`config.mk`:
```
export PLATFORM = sky130hd
export DESIGN_NAME = uart_frame_receiver
export DESIGN_NICKNAME = d
export VERILOG_FILES = /design/src/rtl/uart_frame_receiver.sv
export SDC_FILE = /design/constraint.sdc
export NUM_CORES = 1
export LEC_CHECK = 0
export BUFFER_PORTS_ARGS = -buffer_cell sky130_fd_sc_hd__buf_4
export CAP_MARGIN = 5
export CORE_ASPECT_RATIO = 1.4
export CORE_MARGIN = 2
export CORE_UTILIZATION = 58
export CTS_BUF_LIST = sky130_fd_sc_hd__clkbuf_16
export CTS_CLUSTER_SIZE = 14
export DETAILED_ROUTE_END_ITERATION = 8
export GPL_TIMING_DRIVEN = 0
export PLACE_DENSITY = 0.77
export SLEW_MARGIN = 30
export SYNTH_ARGS = -nofsm -noshare
export SYNTH_HDL_FRONTEND = slang
export SYNTH_SLANG_ARGS = --single-unit
```
`constraint.sdc`:
```
create_clock -name clk -period 3.9 [get_ports clk]
set_input_delay 0.39 -clock clk [delete_from_list [all_inputs] [get_ports clk]]
set_output_delay 0.39 -clock clk [all_outputs]
set_load 0.1 [all_outputs]
```
`src/rtl/uart_frame_receiver.sv`:
```
// 8N1 UART deserialiser plus streamer-frame parser: decodes the 55 AA header,
// writes the payload to a buffer write port and latches the header fields.
module uart_frame_receiver #(
  parameter int ADDR_WIDTH        = 4,
  parameter int CLK_FREQ          = 50_000_000,
  parameter int BAUD_RATE         = 115200,
  parameter int GAP_TIMEOUT_BYTES = 4
) (
  input  logic                  clk,
  input  logic                  rst_n,
  input  logic                  uart_rx,
  output logic                  wr_en,
  output logic [ADDR_WIDTH-1:0] wr_addr,
  output logic [7:0]            wr_data,
  output logic                  busy,
  output logic                  frame_done,
  output logic                  frame_err,
  output logic [1:0]            err_cause,
  output logic [15:0]           frame_len,
  output logic [2:0]            rate_sel,
  output logic [ADDR_WIDTH-1:0] trigger_index
);

  localparam int              BAUD_DIV  = CLK_FREQ / BAUD_RATE;
  localparam int              CW        = $clog2(BAUD_DIV + 1);
  localparam logic [CW-1:0]   FULL_LAST = CW'(BAUD_DIV - 1);
  localparam logic [CW-1:0]   HALF_LAST = CW'(BAUD_DIV / 2 - 1);
  localparam int              GAP_LIMIT = GAP_TIMEOUT_BYTES * 10 * BAUD_DIV;
  localparam int              GW        = $clog2(GAP_LIMIT + 1);
  localparam logic [GW-1:0]   GAP_LAST  = GW'(GAP_LIMIT - 1);
  localparam logic [15:0]     DEPTH16   = 16'(1 << ADDR_WIDTH);

  localparam logic [1:0] CAUSE_LEN     = 2'd0;
  localparam logic [1:0] CAUSE_TRIG    = 2'd1;
  localparam logic [1:0] CAUSE_STOP    = 2'd2;
  localparam logic [1:0] CAUSE_TIMEOUT = 2'd3;

  typedef enum logic [1:0] {RX_IDLE, RX_START, RX_DATA, RX_STOP} rx_state_t;
  typedef enum logic [2:0] {
    P_SYNC0, P_SYNC1, P_LEN_L, P_LEN_H, P_RATE, P_TRIG_L, P_TRIG_H, P_PAYLOAD
  } p_state_t;

  logic            rx_meta, rx_sync, rx_prev;
  logic            fall_edge;
  rx_state_t       rx_state, rx_next;
  logic [CW-1:0]   baud_cnt;
  logic [2:0]      bit_idx;
  logic [7:0]      shift_q;
  logic            baud_hit, byte_valid, stop_err;

  p_state_t        p_state, p_next;
  logic [15:0]     len_q, trig_q, pay_cnt;
  logic [2:0]      rate_q;
  logic [GW-1:0]   gap_cnt;
  logic            timeout;
  logic            do_write, do_done, do_abort;
  logic [1:0]      abort_cause;

  // NOTE: sequential state uses non-blocking assignments so every flop samples pre-edge values.
  always_ff @(posedge clk or negedge rst_n) begin
    if (!rst_n) begin
      rx_meta <= 1'b1;
      rx_sync <= 1'b1;
      rx_prev <= 1'b1;
    end else begin
      rx_meta <= uart_rx;
      rx_sync <= rx_meta;
      rx_prev <= rx_sync;
    end
  end

  assign fall_edge = rx_prev & ~rx_sync;

  // NOTE: every always_comb output gets a default first so no latch is inferred.
  always_comb begin
    rx_next    = rx_state;
    byte_valid = 1'b0;
    stop_err   = 1'b0;
    baud_hit   = (rx_state == RX_START) ? (baud_cnt == HALF_LAST) : (baud_cnt == FULL_LAST);
    case (rx_state)
      RX_IDLE:  if (fall_edge) rx_next = RX_START;
      RX_START: if (baud_hit) rx_next = rx_sync ? RX_IDLE : RX_DATA;
      RX_DATA:  if (baud_hit && bit_idx == 3'd7) rx_next = RX_STOP;
      RX_STOP: begin
        if (baud_hit) begin
          rx_next    = RX_IDLE;
          byte_valid = rx_sync;
          stop_err   = ~rx_sync;
        end
      end
      default:  rx_next = RX_IDLE;
    endcase
  end

  always_ff @(posedge clk or negedge rst_n) begin
    if (!rst_n) begin
      rx_state <= RX_IDLE;
      baud_cnt <= '0;
      bit_idx  <= '0;
      shift_q  <= '0;
    end else begin
      rx_state <= rx_next;
      baud_cnt <= (rx_state == RX_IDLE || baud_hit) ? '0 : baud_cnt + 1'b1;
      if (rx_state != RX_DATA) bit_idx <= '0;
      else if (baud_hit)       bit_idx <= bit_idx + 1'b1;
      if (rx_state == RX_DATA && baud_hit) shift_q <= {rx_sync, shift_q[7:1]};
    end
  end

  assign timeout = (p_state != P_SYNC0) && (gap_cnt == GAP_LAST);

  // Stop errors outrank data; a timeout only fires on a cycle without a byte.
  always_comb begin
    p_next      = p_state;
    do_write    = 1'b0;
    do_done     = 1'b0;
    do_abort    = 1'b0;
    abort_cause = CAUSE_LEN;
    if (stop_err && p_state != P_SYNC0) begin
      do_abort    = 1'b1;
      abort_cause = CAUSE_STOP;
    end else if (byte_valid) begin
      case (p_state)
        P_SYNC0:  if (shift_q == 8'h55) p_next = P_SYNC1;
        P_SYNC1: begin
          if (shift_q == 8'hAA)      p_next = P_LEN_L;
          else if (shift_q != 8'h55) p_next = P_SYNC0;
        end
        P_LEN_L:  p_next = P_LEN_H;
        P_LEN_H: begin
          if ({shift_q, len_q[7:0]} == 16'd0 || {shift_q, len_q[7:0]} > DEPTH16) begin
            do_abort    = 1'b1;
            abort_cause = CAUSE_LEN;
          end else begin
            p_next = P_RATE;
          end
        end
        P_RATE:   p_next = P_TRIG_L;
        P_TRIG_L: p_next = P_TRIG_H;
        P_TRIG_H: begin
          if ({shift_q, trig_q[7:0]} >= len_q) begin
            do_abort    = 1'b1;
            abort_cause = CAUSE_TRIG;
          end else begin
            p_next = P_PAYLOAD;
          end
        end
        P_PAYLOAD: begin
          do_write = 1'b1;
          if (pay_cnt == len_q - 16'd1) begin
            do_done = 1'b1;
            p_next  = P_SYNC0;
          end
        end
        default:  p_next = P_SYNC0;
      endcase
    end else if (timeout) begin
      do_abort    = 1'b1;
      abort_cause = CAUSE_TIMEOUT;
    end
    if (do_abort) p_next = P_SYNC0;
  end

  always_ff @(posedge clk or negedge rst_n) begin
    if (!rst_n) begin
      p_state       <= P_SYNC0;
      len_q         <= '0;
      trig_q        <= '0;
      rate_q        <= '0;
      pay_cnt       <= '0;
      gap_cnt       <= '0;
      wr_en         <= 1'b0;
      wr_addr       <= '0;
      wr_data       <= '0;
      frame_done    <= 1'b0;
      frame_err     <= 1'b0;
      err_cause     <= '0;
      frame_len     <= '0;
      rate_sel      <= '0;
      trigger_index <= '0;
    end else begin
      p_state <= p_next;
      if (byte_valid || p_state == P_SYNC0) gap_cnt <= '0;
      else if (gap_cnt != GAP_LAST)         gap_cnt <= gap_cnt + 1'b1;
      if (byte_valid) begin
        case (p_state)
          P_LEN_L:  len_q[7:0]   <= shift_q;
          P_LEN_H:  len_q[15:8]  <= shift_q;
          P_RATE:   rate_q       <= shift_q[2:0];
          P_TRIG_L: trig_q[7:0]  <= shift_q;
          P_TRIG_H: begin
            trig_q[15:8] <= shift_q;
            pay_cnt      <= '0;
          end
          default: ;
        endcase
      end
      if (do_write) begin
        pay_cnt <= pay_cnt + 16'd1;
        wr_addr <= pay_cnt[ADDR_WIDTH-1:0];
        wr_data <= shift_q;
      end
      wr_en      <= do_write;
      frame_done <= do_done;
      frame_err  <= do_abort;
      if (do_abort) err_cause <= abort_cause;
      if (do_done) begin
        frame_len     <= len_q;
        rate_sel      <= rate_q;
        trigger_index <= trig_q[ADDR_WIDTH-1:0];
      end
    end
  end

  assign busy = (p_state != P_SYNC0);

endmodule

```
==> reports/metrics.cfg <==
[place]
post-dp-hpwl_um = 9980
gp_congestion = 0.909
io_buffers = 43

[cells_and_area]
drive_gt1_frac = 0.239
seqCellArea_um2 = 3160
nFillCells = 819
area_delta_synth_final_pct = 18.2
layout_commonest_cell = dfrtp_1
multiInputGateArea_um2 = 3040
layout.nets = 678
layout_common_cells = 123 x dfrtp_1, 54 x nor2_1, 43 x mux2_2, 42 x buf_4, 40 x nand2_1
post-route-util = 0.703
diodes = 0

[power]
ir_drop_uv = 315
p_leak_uw = 0.00356
power_density_nw_per_um2 = 415
power_uw = 3160

[worst_setup_path]
cp-startpoint = len_q[0]$_DFFE_PN0P_
critPathKind = reg -> reg
r2r-start = len_q[0]$_DFFE_PN0P_
end_kind = flip-flop
worstSetupStartpointType = flip-flop
endpoint = frame_len[1]$_DFFE_PN0P_
rr_worst_depth = 7
worstPathArrival_ns = 3.67
r2r_setup_slack_ns = 0.52
crit_required_ns = 4.19
critPathMaxFanout = 10
r2r_end = frame_len[1]$_DFFE_PN0P_

[die]
core-area_um2 = 10800
dieArea_um2 = 12000
dieHeight_um = 129
fp-row-count = 45
initial_utilization = 0.595
fp.dieW_um = 93.0
ioPinCount = 44

[worst_hold_path]
hold_path.class = in -> reg

[drt]
num_vias = 4720
wl_per_cell_um = 17.5
ant_nets = 0
drtIter0Drc = 249
finalWirelength_um = 14200
vias_per_cell = 5.85
drt_drc_violations_left = 0
drt_first_pass_iters = 5

[synthesis]
synth_fp_nets = 614
async_flop_share = 1.00
synth.distinct_cells = 58
syn-mean-instance-area_um2 = 10.9
synthTopCellsByArea = dfrtp_1 48%, mux2_2 7.5%, mux2_4 4.7%
yosys_warnings = 0
netlist.top_cell.by_area = dfrtp_1
syn-cell-area_um2 = 6430
synth_edf_count = 0
synth_top_area_share = 0.479
syn_inst = 589
ys_ff_latch = 126
seq_area_frac_synth = 0.491
synthFlopType = dfrtp_1

[grt]
grt.total_usage = 0.254
grt_max_degree = 86
first_global_vias = 4807
grt_pass1_wl_um = 23500
grt_overflow = 0
antenna_found_initial = 0

[clocking]
insertion_delay_ns = 0.42
cts-resized-gates = 0
post_cts_buffers = 0
numCtsBuffers = 17
cts.clk_slew.worst_paths_ns = 0.06
cts_root_buf = clkbuf_16
cts.sink_count = 126
htreeDepth = 4
cts_buffer_depth = 2
cts_tree = built

[sta]
hold_viol = 0
slew_headroom = 0.369
tns_ns = 0
period_share = 0.866
min_period_ns = 3.38
finalSetupViolCount = 0
rsz0062_at_grt = no
slew_violations = 0
tightest_slew_ns = 0.940
fmax_mhz = 296
clock-skew-final_ns = 0.0110

[status]
status = finished, final reports clean

[job]
max_cap_viol_count = 0

[cells in the mapped netlist, types with 5 or more instances]
cell / count
and3_1: 11
ha_1: 22
inv_1: 27
nor3_1: 15
o21ai_0: 25
xor2_1: 22
dfrtp_1: 123
nor2_1: 54
or3_1: 5
mux2_2: 43
mux2_4: 20
a31oi_1: 5
xnor2_1: 30
nand4_1: 14
nor4_1: 7
clkbuf_1: 18
nand2_1: 40
nand3_1: 27
a21oi_1: 18
[where the power goes]
group	total, uW	internal [uW]	switching, uW
combinational	108	46.9	60.6
sequential	1390	1350	45.7
clock	1660	1030	629
total	3160	2420	735
[area by class of cell]
type	instances	share of cell area
Buffer	24	0.0176
Clock buffer	17	0.0560
Clock inverter	15	0.0262
Inverter	27	0.0133
Multi-Input combinational cell	412	0.400
Sequential cell	126	0.415
Tap cell	141	0.0232
Timing Repair Buffer	45	0.0484
[kinds of logic (layout without fill, tap and decap cells)]
group / Yosys count / in the layout / synth area share
XOR/XNOR: 52 / 52 / 0.0708
AO/OA/AOI/OAI: 71 / 71 / 0.0679
adder cells (fa/ha/maj): 22 / 22 / 0.0428
flip-flops: 126 / 126 / 0.491
buffers and inverters: 51 / 128 / 0.0366
multiplexers: 66 / 66 / 0.127
AND/OR/NAND/NOR: 201 / 201 / 0.164
[worst min path at each step]
stage | from | to | slack, ns | cells after the start
after global routing | uart_rx | rx_meta$_DFF_PN1_ | 0.06 | 1
final | uart_rx | rx_meta$_DFF_PN1_ | 0.08 | 1
after global placement | rx_meta$_DFF_PN1_ | rx_sync$_DFF_PN1_ | 0.35 | 0
after floorplan | rst_n | async pin | 0.09 | 0
after CTS | uart_rx | rx_meta$_DFF_PN1_ | 0.06 | 1
after detailed placement | rst_n | frame_len[7]$_DFFE_PN0P_ | 0.30 | 1
[flip-flops by register name, summed over array words and instances (netlist names), 4 cells and up, named ones only]
signal         count
frame_len         16
len_q             16
pay_cnt           16
gap_cnt           15
baud_cnt           9
shift_q            8
trig_q             8
wr_data            8
trigger_index      4
wr_addr            4
[worst max-delay path, stage by stage (launching register included)]
cell and delay (ns):
dfrtp_1 0.50, nor4_1 0.70, nand4_1 0.23, o41ai_1 0.79, nand4_2 0.24, nor2_4 0.30, buf_12 0.20, mux2_4 0.31
[stage by stage]
stage / hold slack, ns / area (um^2) / setup WS [ns] / cells
after floorplan: 0.0944 / 6430 / 1.04 / 589
after global routing: 0.0607 / 7600 / 0.354 / 807
after global placement: 0.347 / 6930 / 0.580 / 773
after CTS: 0.0645 / 7600 / 0.561 / 807
after detailed placement: 0.296 / 6960 / 0.559 / 774
final: 0.0782 / 7600 / 0.521 / 807
[routing by layer]
metal	GRT usage	vias up	wire [um]
li1	-	2213	-
met1	0.304	2357	5810
met2	0.436	112	7390
met3	0.0533	38	479
met4	0.123	0	482
met5	0	-	0
[repair_timing]
| item | 4_1_cts | 5_1_grt |
|---|---|---|
| setup endpoints to repair | 0 | 0 |
| hold endpoints to repair | 39 | 0 |
| hold buffers | 1 | 0 |
(Power assumes the default switching activity.)
